<file path="src/rtl/lc3_arb_pkg.sv">
// Shared types and constants for the LC3 memory-port arbiter.
package lc3_arb_pkg;

  typedef enum logic [1:0] {
    IDLE = 2'd0,
    BUSY = 2'd1,
    DONE = 2'd2
  } arb_state_e;

  localparam int unsigned PORT_CPU  = 0;
  localparam int unsigned PORT_DMA  = 1;

  localparam int unsigned ARB_RR    = 0;
  localparam int unsigned ARB_FIXED = 1;

endpackage

</file>
<file path="src/rtl/lc3_rr_pick.sv">
// Combinational 2-way picker: one-hot grant from req, last grant and arbitration mode.
module lc3_rr_pick
  import lc3_arb_pkg::*;
(
  input  logic [1:0] req,
  input  logic       last_grant,
  input  logic       mode,
  output logic [1:0] grant_c
);

  // Only a two-way tie needs a policy; a single requester always wins.
  always_comb begin
    grant_c = req;
    if (req == 2'b11) begin
      if (mode == 1'(ARB_FIXED) || last_grant == 1'(PORT_DMA)) begin
        grant_c = 2'b01;
      end else begin
        grant_c = 2'b10;
      end
    end
  end

endmodule

</file>
<file path="src/rtl/lc3_mem_arbiter.sv">
// Shares the LC3 memory port between the CPU (port 0) and a DMA/loader (port 1).
// Optional BUSY watchdog with error completion enabled by LC3_ARB_TIMEOUT_EN.
module lc3_mem_arbiter
  import lc3_arb_pkg::*;
#(
  parameter int unsigned AW       = 16,
  parameter int unsigned DW       = 16,
  parameter int unsigned ARB_MODE = ARB_RR,
  parameter int unsigned TIMEOUT  = 255
) (
  input  logic          clock,
  input  logic          reset,
  input  logic [1:0]    req,
  input  logic [AW-1:0] req_addr0,
  input  logic [AW-1:0] req_addr1,
  input  logic [DW-1:0] req_wdata0,
  input  logic [DW-1:0] req_wdata1,
  input  logic          req_rd0,
  input  logic          req_rd1,
  output logic [1:0]    done,
  output logic [1:0]    err,
  output logic [DW-1:0] rdata,
  output logic [AW-1:0] addr,
  output logic [DW-1:0] din,
  output logic          rd,
  output logic          mem_req,
  input  logic [DW-1:0] dout,
  input  logic          complete,
  output logic [1:0]    gnt
);

  arb_state_e    state, state_nxt;
  logic          last_grant, last_grant_nxt;
  logic [1:0]    pick_c;
  logic [AW-1:0] addr_nxt;
  logic [DW-1:0] din_nxt, rdata_nxt;
  logic          rd_nxt, mem_req_nxt;
  logic [1:0]    gnt_nxt, done_nxt;
  logic          timeout_c;

`ifdef LC3_ARB_TIMEOUT_EN
  localparam int unsigned CW = $clog2(TIMEOUT + 1);
  logic [CW-1:0] cnt, cnt_nxt;
  logic [1:0]    err_nxt;

  // cnt counts elapsed BUSY cycles; the last allowed one is TIMEOUT-1.
  assign timeout_c = (cnt == CW'(TIMEOUT - 1));
`else
  assign timeout_c = 1'b0;
  assign err       = 2'b00;
`endif

  lc3_rr_pick u_pick (
    .req        (req),
    .last_grant (last_grant),
    .mode       (1'(ARB_MODE)),
    .grant_c    (pick_c)
  );

  always_ff @(posedge clock) begin
    if (!reset) begin
      state <= IDLE;
    end else begin
      state <= state_nxt;
    end
  end

  always_comb begin
    state_nxt = state;
    case (state)
      IDLE:    if (req != 2'b00) state_nxt = BUSY;
      BUSY:    if (complete || timeout_c) state_nxt = DONE;
      DONE:    state_nxt = IDLE;
      default: state_nxt = IDLE;
    endcase
  end

  // Next values of the registered outputs; memory-side fields hold through BUSY.
  always_comb begin
    addr_nxt       = addr;
    din_nxt        = din;
    rd_nxt         = rd;
    mem_req_nxt    = mem_req;
    gnt_nxt        = gnt;
    done_nxt       = 2'b00;
    rdata_nxt      = rdata;
    last_grant_nxt = last_grant;
`ifdef LC3_ARB_TIMEOUT_EN
    cnt_nxt        = cnt;
    err_nxt        = 2'b00;
`endif
    case (state)
      IDLE: begin
        if (req != 2'b00) begin
          gnt_nxt     = pick_c;
          mem_req_nxt = 1'b1;
          if (pick_c[PORT_DMA]) begin
            addr_nxt = req_addr1;
            din_nxt  = req_wdata1;
            rd_nxt   = req_rd1;
          end else begin
            addr_nxt = req_addr0;
            din_nxt  = req_wdata0;
            rd_nxt   = req_rd0;
          end
`ifdef LC3_ARB_TIMEOUT_EN
          cnt_nxt = '0;
`endif
        end
      end
      BUSY: begin
        if (complete) begin
          mem_req_nxt    = 1'b0;
          done_nxt       = gnt;
          last_grant_nxt = gnt[PORT_DMA];
          if (rd) rdata_nxt = dout;
        end
`ifdef LC3_ARB_TIMEOUT_EN
        else if (timeout_c) begin
          mem_req_nxt    = 1'b0;
          done_nxt       = gnt;
          err_nxt        = gnt;
          rdata_nxt      = '0;
          last_grant_nxt = gnt[PORT_DMA];
        end else begin
          cnt_nxt = cnt + CW'(1);
        end
`endif
      end
      DONE: gnt_nxt = 2'b00;
      default: ;
    endcase
  end

  always_ff @(posedge clock) begin
    if (!reset) begin
      addr       <= '0;
      din        <= '0;
      rd         <= 1'b1;
      mem_req    <= 1'b0;
      gnt        <= 2'b00;
      done       <= 2'b00;
      rdata      <= '0;
      last_grant <= 1'(PORT_DMA);
`ifdef LC3_ARB_TIMEOUT_EN
      cnt        <= '0;
      err        <= 2'b00;
`endif
    end else begin
      addr       <= addr_nxt;
      din        <= din_nxt;
      rd         <= rd_nxt;
      mem_req    <= mem_req_nxt;
      gnt        <= gnt_nxt;
      done       <= done_nxt;
      rdata      <= rdata_nxt;
      last_grant <= last_grant_nxt;
`ifdef LC3_ARB_TIMEOUT_EN
      cnt        <= cnt_nxt;
      err        <= err_nxt;
`endif
    end
  end

endmodule

</file>
<file path="config.mk">
export PLATFORM = sky130hd
export DESIGN_NAME = lc3_mem_arbiter
export DESIGN_NICKNAME = d
export VERILOG_FILES = /design/src/rtl/lc3_arb_pkg.sv /design/src/rtl/lc3_rr_pick.sv /design/src/rtl/lc3_mem_arbiter.sv
export SDC_FILE = /design/constraint.sdc
export NUM_CORES = 1
export LEC_CHECK = 0
export CAP_MARGIN = 20
export CORE_MARGIN = 2
export CORE_UTILIZATION = 37
export CTS_CLUSTER_DIAMETER = 120
export DETAILED_ROUTE_END_ITERATION = 7
export PLACE_DENSITY_LB_ADDON = 0.2
export SLEW_MARGIN = 20
export SYNTH_ARGS = -nofsm -noshare
export SYNTH_HDL_FRONTEND = slang
export SYNTH_SLANG_ARGS = --single-unit
</file>
<file path="constraint.sdc">
create_clock -name clock -period 1.5 [get_ports clock]
set_input_delay 0.45 -clock clock [delete_from_list [all_inputs] [get_ports clock]]
set_output_delay 0.45 -clock clock [all_outputs]
set_load 0.01 [all_outputs]
</file>
==> metrics.txt, run 1 <==
status=finished clean; hold endpoint=rdata[12]; Netlist cell types=26; Slew Viols, Final=0; Worst Setup End Kind=output port; Avg Synthesized Cell Area=8.02 um^2; Max Buffers Root-to-Sink=2; crit path max-delay cell type=dfxtp_1; CP bufs+invs=1; most used routing layer=met2; GR Util met3=6.56%; slowest stage delay, CP=0.36 ns; CTS buffer count=9; terminus of the critical flop-to-flop path=din[8]; FMAX=704 MHz; hold-fix buffers at CTS=0; first-pass GRT wire length=10800 um; Die ar.=0.00693 mm^2; Port Buf Inserts=140; GR Layer Usage met1=20.1%; RSZ-0062 raised after global routing=false; Via density=a little under 5; crit start category=flop; Final Hold Viols=0; Leakage=1.79 nW; Worst path top cell family by delay=flip-flops; 1st-iter DRT viols=61; Setup TNS=0 ns; DRC Markers=0; CP max FO=4; R2R cell count=5; FF-to-FF setup slack=0.16 ns; clk_lat worst skew=about 0.32 ns; ys flop type=dfxtp_1; Post-Syn Area=0.00232 mm^2; area grow syn2layout=73.3%; Setup Buffers After CTS=0; arrival time at the worst endpoint=approximately 0.97 ns; vias in the first global route=2410; H-tree depth=3; Synth area leader=dfxtp_1; Max Cap Viol=0; CTS Root Cell=clkbuf_8; hold path startpoint=rdata[12]; Antenna Violating Nets Remaining=0; Diodes inserted=0; Post-synth EDFFs=0; fin crit share=94.7%; Peak VDD IR=0.000601 V; asr flop ratio synth=0%; met2 usage=roughly 34%; yosys warns=0; leading post-synthesis cells by cell area=dfxtp_1 (49%), nand2_1 (16%), a31oi_1 (8.6%); post-synth top area share=between 40% and 50%; CTS clk-pin slew, worst paths=0.06 ns; initial antenna violation count=0; post-layout minimum cycle time=1.42 ns; Starting Density=between 30% and 40%; final worst slack=0.0789 ns; WL final=6990 um; DIE HEIGHT=83.3 um; Num Clock Sinks=57; gr ovfl total=0; Final Skew=around 0.0094 ns; Worst Hold Slack=0.449 ns; Std-Cell Rows=28; Tot GR Track Use=19.1%; Crit Path Class=reg2out; drt pass-1 iters=4; Layout Nets=518; cells after synthesis=a little under 300; Final setup viols=0; Worst Hold Class=reg2reg; Die Width=83.3 um; largest net degree at the start of global routing=58; Critical Path RT=1.05 ns; Setup WS pre-CTS=-0.291 ns; Placer Congestion=between 0.7 and 0.8; critical-path cell list=dlygate4sd2_1; pwr dens=1000 mW/mm^2; Hold Crit Depth=2; number of synthesized register bits=57; Seq/Total Area, Yosys=a little under 50%; boundary pin count=143; Fillers=555; CTS tree=built; post-DP HPWL=around 5000 um; Core ar.=0.00599 mm^2; worst r2r src=state[1]; wire per inst=13.7 um; layout cell share with drive strength beyond 1=7.82%; Vias=approximately 2500
metal layers:
| metal | part of all wire (%) | wire length [um] |
|---|---|---|
| met2 | 50 | 3480 |
| met5 | 0 | 0 |
| met3 | 7.8 | 546 |
| met4 | 1.6 | 114 |
| met1 | 41 | 2850 |
sequential cells by signal, summed over array words and instances, names as in the netlist, 2 cells and up:
register,flops
state,2
din,16
addr,16
gnt,2
done,2
rdata,16
through the flow:
stage                     power, mW  cell area [um^2]  instances  util [%]
after floorplan                2.14              2330        291         -
after global routing           4.24              4030        510      67.3
after global placement         2.72              3830        493      63.9
after detailed placement       2.73              3830        493      63.9
after CTS                      4.06              3950        508      66.0
final                          4.05              4030        510      67.3
layout make-up:
| class | count | area [um^2] | area share (%) |
|---|---|---|---|
| clock inverters | 3 | 40.0 | 0.994 |
| flip-flops and latches | 57 | 1140 | 28.3 |
| clock buffers | 12 | 155 | 3.85 |
| repair buffers | 154 | 1530 | 37.9 |
| multi-input cells | 209 | 1070 | 26.6 |
| well taps | 75 | 93.8 | 2.33 |
cell usage in the layout (no fill, tap or decap):
cell type | netlist | final
nor2b_1 | 1 | 1
and3_1 | 3 | 3
nand2_1 | 100 | 100
clkbuf_1 | 6 | 1
dlymetal6s2s_1 | 0 | 2
o21ai_1 | 2 | 2
and2_4 | 1 | 1
nand2b_1 | 1 | 1
clkdlybuf4s50_1 | 0 | 84
a31oi_1 | 32 | 32
and2_1 | 1 | 1
nand2_8 | 0 | 1
and2_2 | 0 | 1
buf_6 | 3 | 2
dlygate4sd2_1 | 0 | 54
a21bo_2 | 1 | 1
a21boi_0 | 8 | 8
o21ai_0 | 33 | 33
o21a_4 | 0 | 1
nor2_1 | 4 | 4
bufinv_16 | 0 | 1
nor3b_1 | 1 | 1
clkinv_2 | 0 | 2
conb_1 | 1 | 2
buf_8 | 0 | 1
mux2i_1 | 1 | 1
dfxtp_1 | 57 | 57
clkbuf_16 | 0 | 1
a21boi_4 | 0 | 1
and3b_1 | 1 | 1
nand3_1 | 1 | 1
buf_4 | 2 | 6
clkbuf_8 | 0 | 11
a21boi_1 | 10 | 10
o21a_1 | 3 | 2
buf_12 | 0 | 4
cells in the mapped netlist (all sizes together) (2+ instances only):
cell and count:
dfxtp 57, clkbuf 6, buf 20, o21a 3
o21ai 35, and2 2, a21boi 19, and3 3
a31oi 32, nor2 4, nand2 101
report_power, final:
group	leakage, nW	switching (mW)	total (mW)	internal (mW)
combinational	1.22	0.405	0.913	0.508
sequential	0.470	0.0659	1.72	1.65
clock	0.102	0.573	1.42	0.843
kinds of logic (layout without fill, tap and decap cells):
group	after synthesis	count (layout)	synth area share, %
DFF	57	57	49.1
AOI/OAI and AO/OA	90	90	23.8
buffers and inverters	26	169	6.30
muxes	1	1	0.431
other	1	2	0.161
and+or+nand+nor	115	116	20.2
repair_timing:
item	CTS	global route
cloned	0	2
pin swaps	0	1
setup endpoints to repair	54	10
resized for setup	54	9
hold endpoints to repair	0	0
worst max-delay path by stage:
stage                            to  cells after the start  startpoint  slack [ns]
final                        gnt[1]                      1      gnt[1]        0.08
after global routing       rdata[0]                      6    complete        0.01
after detailed placement   addr[12]                      5      req[1]       -0.29
after global placement       din[4]                      5      req[1]       -0.23
after floorplan           rdata[12]                      7    complete        0.16
after CTS                    din[8]                      5      req[1]        0.03
(Power assumes the default switching activity.)
==> inputs of run 2 (changes only) <==
--- a/config.mk
+++ b/config.mk
@@ -7,10 +7,12 @@
 export LEC_CHECK = 0
 export CAP_MARGIN = 20
 export CORE_MARGIN = 2
-export CORE_UTILIZATION = 37
+export CORE_UTILIZATION = 45
 export CTS_CLUSTER_DIAMETER = 120
 export DETAILED_ROUTE_END_ITERATION = 7
+export DONT_BUFFER_PORTS = 1
 export PLACE_DENSITY_LB_ADDON = 0.2
+export REMOVE_ABC_BUFFERS = 1
 export SLEW_MARGIN = 20
 export SYNTH_ARGS = -nofsm -noshare
 export SYNTH_HDL_FRONTEND = slang
==> run 2 against run 1 <==
Final area shrank 36%. Register-to-register slack gained 0.07 ns. Utilization shrank 16 points. Power shrank 5.8%. Maximum frequency grew 12%. Sequential share of layout area grew 16 points. Wire length shrank 22%. Clock skew shrank 0.0039 ns. Non-clock buffer count shrank 145. Critical path depth grew 4. Setup slack gained 0.15 ns.
==> metrics.txt, run 2 (synthesis gave the netlist of run 1 again) <==
status=finished clean; first-pass GRT wire length=7730 um (-29%); Die Width=75.9 um (-8.9%); Final Skew=0.00559 ns (-0.00386 ns); area grow syn2layout=11.5%; Peak VDD IR=0.000658 V (+9.4%); wire per inst=15.1 um (+10%); commonest non-fill, non-tap cell in the layout=nand2_1; CTS resizes=0 (-100%); hold path startpoint=reset; Via density=5.36 (+10%); H-tree depth=3 (unchanged); CTS clk-pin slew, worst paths=0.06 ns (about the same); CP bufs+invs=1 (unchanged); Vias=1931 (-22%); pwr dens=1470 mW/mm^2 (+46%); Slew Viols, Final=0 (unchanged); Diodes inserted=0 (unchanged); clk_lat worst skew=0.33 ns (about the same); Max Buffers Root-to-Sink=2 (unchanged); met2 usage=28.2% (-6.3 points); R2R cell count=5 (unchanged); layout cell share with drive strength beyond 1=10.3% (+2.5 points); Setup WS pre-CTS=0.189 ns (+0.480 ns); Hold Crit Depth=1 (-1); Worst Setup End Kind=flop; DRC Markers=0 (unchanged); Final setup viols=0 (unchanged); Worst path top cell family by delay=compound AO/OA/AOI/OAI gates; post-layout minimum cycle time=1.27 ns (-0.151 ns); Die ar.=0.00576 mm^2 (-17%); Max Cap Viol=0 (unchanged); CP max FO=39 (+35); Starting Density=46.1% (+7.3 points); Layout Nets=372 (-28%); WL final=5450 um (-22%); Setup Buffers After CTS=0 (unchanged); terminus of the critical flop-to-flop path=din[13]; FF-to-FF setup slack=0.23 ns (+0.07 ns); Tot GR Track Use=18.5% (-0.57 points); Antenna Violating Nets Remaining=0 (unchanged); Setup TNS=0 ns (unchanged); Worst Hold Class=in2reg; fin crit share=84.7% (-10 points); Leakage=1.01 nW (-44%); Num Clock Sinks=57 (unchanged); Core ar.=0.00504 mm^2 (-16%); gr ovfl total=0 (unchanged); CTS Root Cell=clkbuf_8; hold endpoint=last_grant; critical-path cell list=nor2_1 > o21a_2 > buf_12 > o21ai_0 > a31oi_1; post-DP HPWL=3700 um (-24%); 1st-iter DRT viols=79 (+30%); RSZ-0062 raised after global routing=false; Port Buf Inserts=0 (-100%); most used routing layer=met2; Worst Hold Slack=0.194 ns (-0.254 ns); crit path max-delay cell type=dfxtp_1; Std-Cell Rows=26 (-7.1%); Fillers=497 (-10%); largest net degree at the start of global routing=58 (unchanged); crit start category=flop; GR Util met3=8.07% (+1.5 points); drt pass-1 iters=4 (unchanged); FMAX=787 MHz (+12%); dpl cells=343 (-30%); boundary pin count=143 (unchanged); slowest stage delay, CP=0.34 ns (-0.02 ns); final worst slack=0.230 ns (+0.151 ns); Critical Path RT=1.75 ns (+0.70 ns); CTS buffer count=9 (unchanged); initial antenna violation count=0 (unchanged); GR Layer Usage met1=20.7% (+0.56 points); hold-fix buffers at CTS=0 (unchanged); CTS tree=built; arrival time at the worst endpoint=1.52 ns (+0.55 ns); Non-Filler Instances=360 (-29%); Crit Path Class=reg2reg; most frequent cells in the layout=nand2_1 (100), dfxtp_1 (57), o21ai_0 (33); Largest regs=addr x16, din x16, rdata x16; Placer Congestion=0.761 (about the same); DIE HEIGHT=75.9 um (-8.9%); worst r2r src=state[1]; Final Hold Viols=0 (unchanged); vias in the first global route=1645 (-32%)
[run 2: power breakdown]
part / internal (mW) / leakage, nW / switching (mW) / total, mW
Sequential: 1.65 / 0.470 / 0.158 / 1.81
Combinational: 0.167 / 0.421 / 0.209 / 0.377
Clock: 1.02 / 0.115 / 0.604 / 1.62
[run 2: worst max-delay path by stage]
stage,startpoint,endpoint,depth (start not counted)
final,state[1],din[13],5
after CTS,state[1],din[14],5
after global placement,complete,rdata[0],4
after floorplan,state[1],rd,4
after global routing,state[1],din[14],5
after detailed placement,state[1],din[14],5
[run 2: final cells by class]
class | instances | area (um^2) | area share [%]
flip-flops and latches | 57 | 1140 | 44.0
multi-input cells | 208 | 1040 | 40.2
clock buffers | 11 | 151 | 5.84
repair buffers | 9 | 92.6 | 3.57
well taps | 70 | 87.6 | 3.38
clock inverters | 5 | 77.6 | 2.99
[run 2: layer usage]
layer | up-vias | routed length, um
met5 | - | 0
met4 | 0 | 138
met3 | 12 | 651
met2 | 104 | 2450
met1 | 847 | 2200
li1 | 968 | -
[run 2: per-stage QoR]
stage | util [%] | cell area, um^2 | power [mW]
2_1_floorplan | - | 2180 | 2.08
3_5_place_dp | 46.7 | 2360 | 2.22
6_report | 51.4 | 2590 | 3.81
5_1_grt | 51.4 | 2590 | 3.99
3_3_place_gp | 46.7 | 2360 | 2.21
4_1_cts | 51.3 | 2580 | 3.86
==> inputs of run 3 (changes only) <==
==> constraint.sdc (replaced) <==
create_clock -name clock -period 1 [get_ports clock]
set_input_delay 0.3 -clock clock [delete_from_list [all_inputs] [get_ports clock]]
set_output_delay 0.3 -clock clock [all_outputs]
set_load 0.01 [all_outputs]
==> run 3 against run 2 <==
The run now ends with setup timing left. First-iteration DRC count shrank 41%. Clock power increased by 6%. Via count grew 7.6%. Die area is the same. Critical path depth unchanged. Final area rose by 22%. Sequential share of layout area shrank 3.0 points. Utilization rose by 11 points. Final cell count rose by 5.8%. Worst hold slack worse by 0.12 ns. Critical endpoint is now addr[7].
==> metrics.txt, run 3 (synthesis gave the netlist of run 1 again) <==
status=finished with violations; failing checks=setup timing; Die Width=75.9 um (unchanged); Largest regs=addr x16, din x16, rdata x16; final core utilization=62.7% (+11 points); Worst Setup End Kind=flop; first-pass GRT wire length=8490 um (+9.9%); Crit Path Class=reg2reg; gr ovfl total=0 (unchanged); Final Hold Viols=0 (unchanged); fin crit share=117% (+33 points); CTS buffer count=9 (unchanged); vias in the first global route=1770 (+7.6%); initial antenna violation count=0 (unchanged); CTS tree=built; drt pass-1 iters=6 (+2); Core ar.=0.00504 mm^2 (unchanged); Starting Density=46.1% (unchanged); Slew Viols, Final=0 (unchanged); Max Cap Viol=0 (unchanged); RSZ-0062 raised after global routing=true; Vias=2077 (+7.6%); CP max FO=6 (-85%); Worst path top cell family by delay=compound AO/OA/AOI/OAI gates; layout cell share with drive strength beyond 1=46.3% (+36 points); Port Buf Inserts=0 (unchanged); crit path max-delay cell type=dfxtp_4; arrival time at the worst endpoint=1.42 ns (-0.10 ns); Num Clock Sinks=57 (unchanged); Final setup viols=59 (+59); R2R cell count=5 (unchanged); Non-Filler Instances=381 (+5.8%); dpl cells=346 (+0.87%); Antenna Violating Nets Remaining=0 (unchanged); CTS Root Cell=clkbuf_8; final worst slack=-0.173 ns (-0.403 ns); Peak VDD IR=0.000956 V (+45%); hold path startpoint=reset; DIE HEIGHT=75.9 um (unchanged); Leakage=1.21 nW (+20%); post-layout minimum cycle time=1.17 ns (-0.0971 ns); Worst Hold Slack=0.0753 ns (-0.119 ns); Placer Congestion=0.827 (+8.8%); Final Skew=0.00764 ns (+0.00205 ns); Max Buffers Root-to-Sink=2 (unchanged); end of the critical path=addr[7]; critical-path cell list=nor2_4 > o21a_4 > clkbuf_16 > o21ai_2 > a31oi_1; boundary pin count=143 (unchanged); crit start category=flop; DRC Markers=0 (unchanged); most frequent cells in the layout=nand2_1 (93), dfxtp_4 (33), a31oi_1 (32); Critical Path RT=1.24 ns (-0.51 ns); wire per inst=17.5 um (+16%); 1st-iter DRT viols=47 (-41%); Setup TNS=-7.26 ns (-7.26 ns); Die ar.=0.00576 mm^2 (unchanged); CP bufs+invs=1 (unchanged); Tot GR Track Use=20.5% (+1.9 points); number of stages on the worst setup path=5 (unchanged); Via density=5.45 (+1.6%); CTS clk-pin slew, worst paths=0.06 ns (about the same); pwr dens=1740 mW/mm^2 (+18%); H-tree depth=3 (unchanged); Setup WS pre-CTS=-0.201 ns (-0.391 ns); Diodes inserted=0 (unchanged); FMAX=852 MHz (+8.3%); post-DP HPWL=3640 um (-1.7%); worst r2r src=state[1]; slowest stage delay, CP=0.36 ns (+0.02 ns); hold-fix buffers at CTS=0 (unchanged); Worst Hold Class=in2reg; Std-Cell Rows=26 (unchanged); clk_lat worst skew=0.33 ns (about the same); WL final=6680 um (+23%); FF-to-FF setup slack=-0.17 ns (-0.40 ns); commonest non-fill, non-tap cell in the layout=nand2_1; largest net degree at the start of global routing=58 (unchanged); terminus of the critical flop-to-flop path=addr[7]; area grow syn2layout=36.0%; Layout Nets=393 (+5.6%); Critical path origin=state[1]
## run 3: changes by cell type in the layout (fill, tap and decap cells not counted), moves of 10 or more
cell / before / now
buf_6: 0 / 10
dfxtp_2: 0 / 24
dfxtp_4: 0 / 33
o21ai_2: 0 / 28
o21ai_0: 33 / 2
dfxtp_1: 57 / 0
## run 3: how the worst min path moves through the flow
stage	cells after the start	to	slack, ns
CTS	1	last_grant	0.03
floorplan	1	last_grant	0.36
detailed placement	1	last_grant	0.37
global route	1	last_grant	0.03
global placement	1	last_grant	0.37
finish	2	din[9]	0.08
## run 3: power breakdown
part	switching, mW	internal, mW	leakage, nW
combinational	0.461	0.523	0.626
clock	0.843	0.882	0.0839
sequential	0.266	2.51	0.499
total	1.57	3.92	1.21
## run 3: area by class of cell
cell class                      count  area (um^2)
Clock buffer                       12          135
Clock inverter                      4         20.0
Multi-Input combinational cell    210         1220
Sequential cell                    57         1290
Tap cell                           70         87.6
Timing Repair Buffer               28          403
Fill cell                         442         1880
## run 3: routing by layer
layer / global-route usage [%] / share of wire (%) / vias to the layer above
met2: 31.1 / 49 / 102
li1: - / - / 1012
met3: 8.33 / 9.7 / 14
met4: 13.5 / 2.7 / 0
met5: 0 / 0 / -
met1: 23.6 / 39 / 949
## run 3: per-stage QoR
step / power (mW) / instance area (um^2)
after detailed placement: 3.34 / 2380
after global routing: 5.83 / 3160
after CTS: 5.36 / 2840
final: 5.49 / 3160
after global placement: 3.32 / 2380
after floorplan: 3.12 / 2180
## run 3: timing repair
item	CTS	global route
gates resized for setup	105	84
cloned	5	9
endpoints found under the setup margin	110	110
setup buffers	3	6
pin swaps	8	8
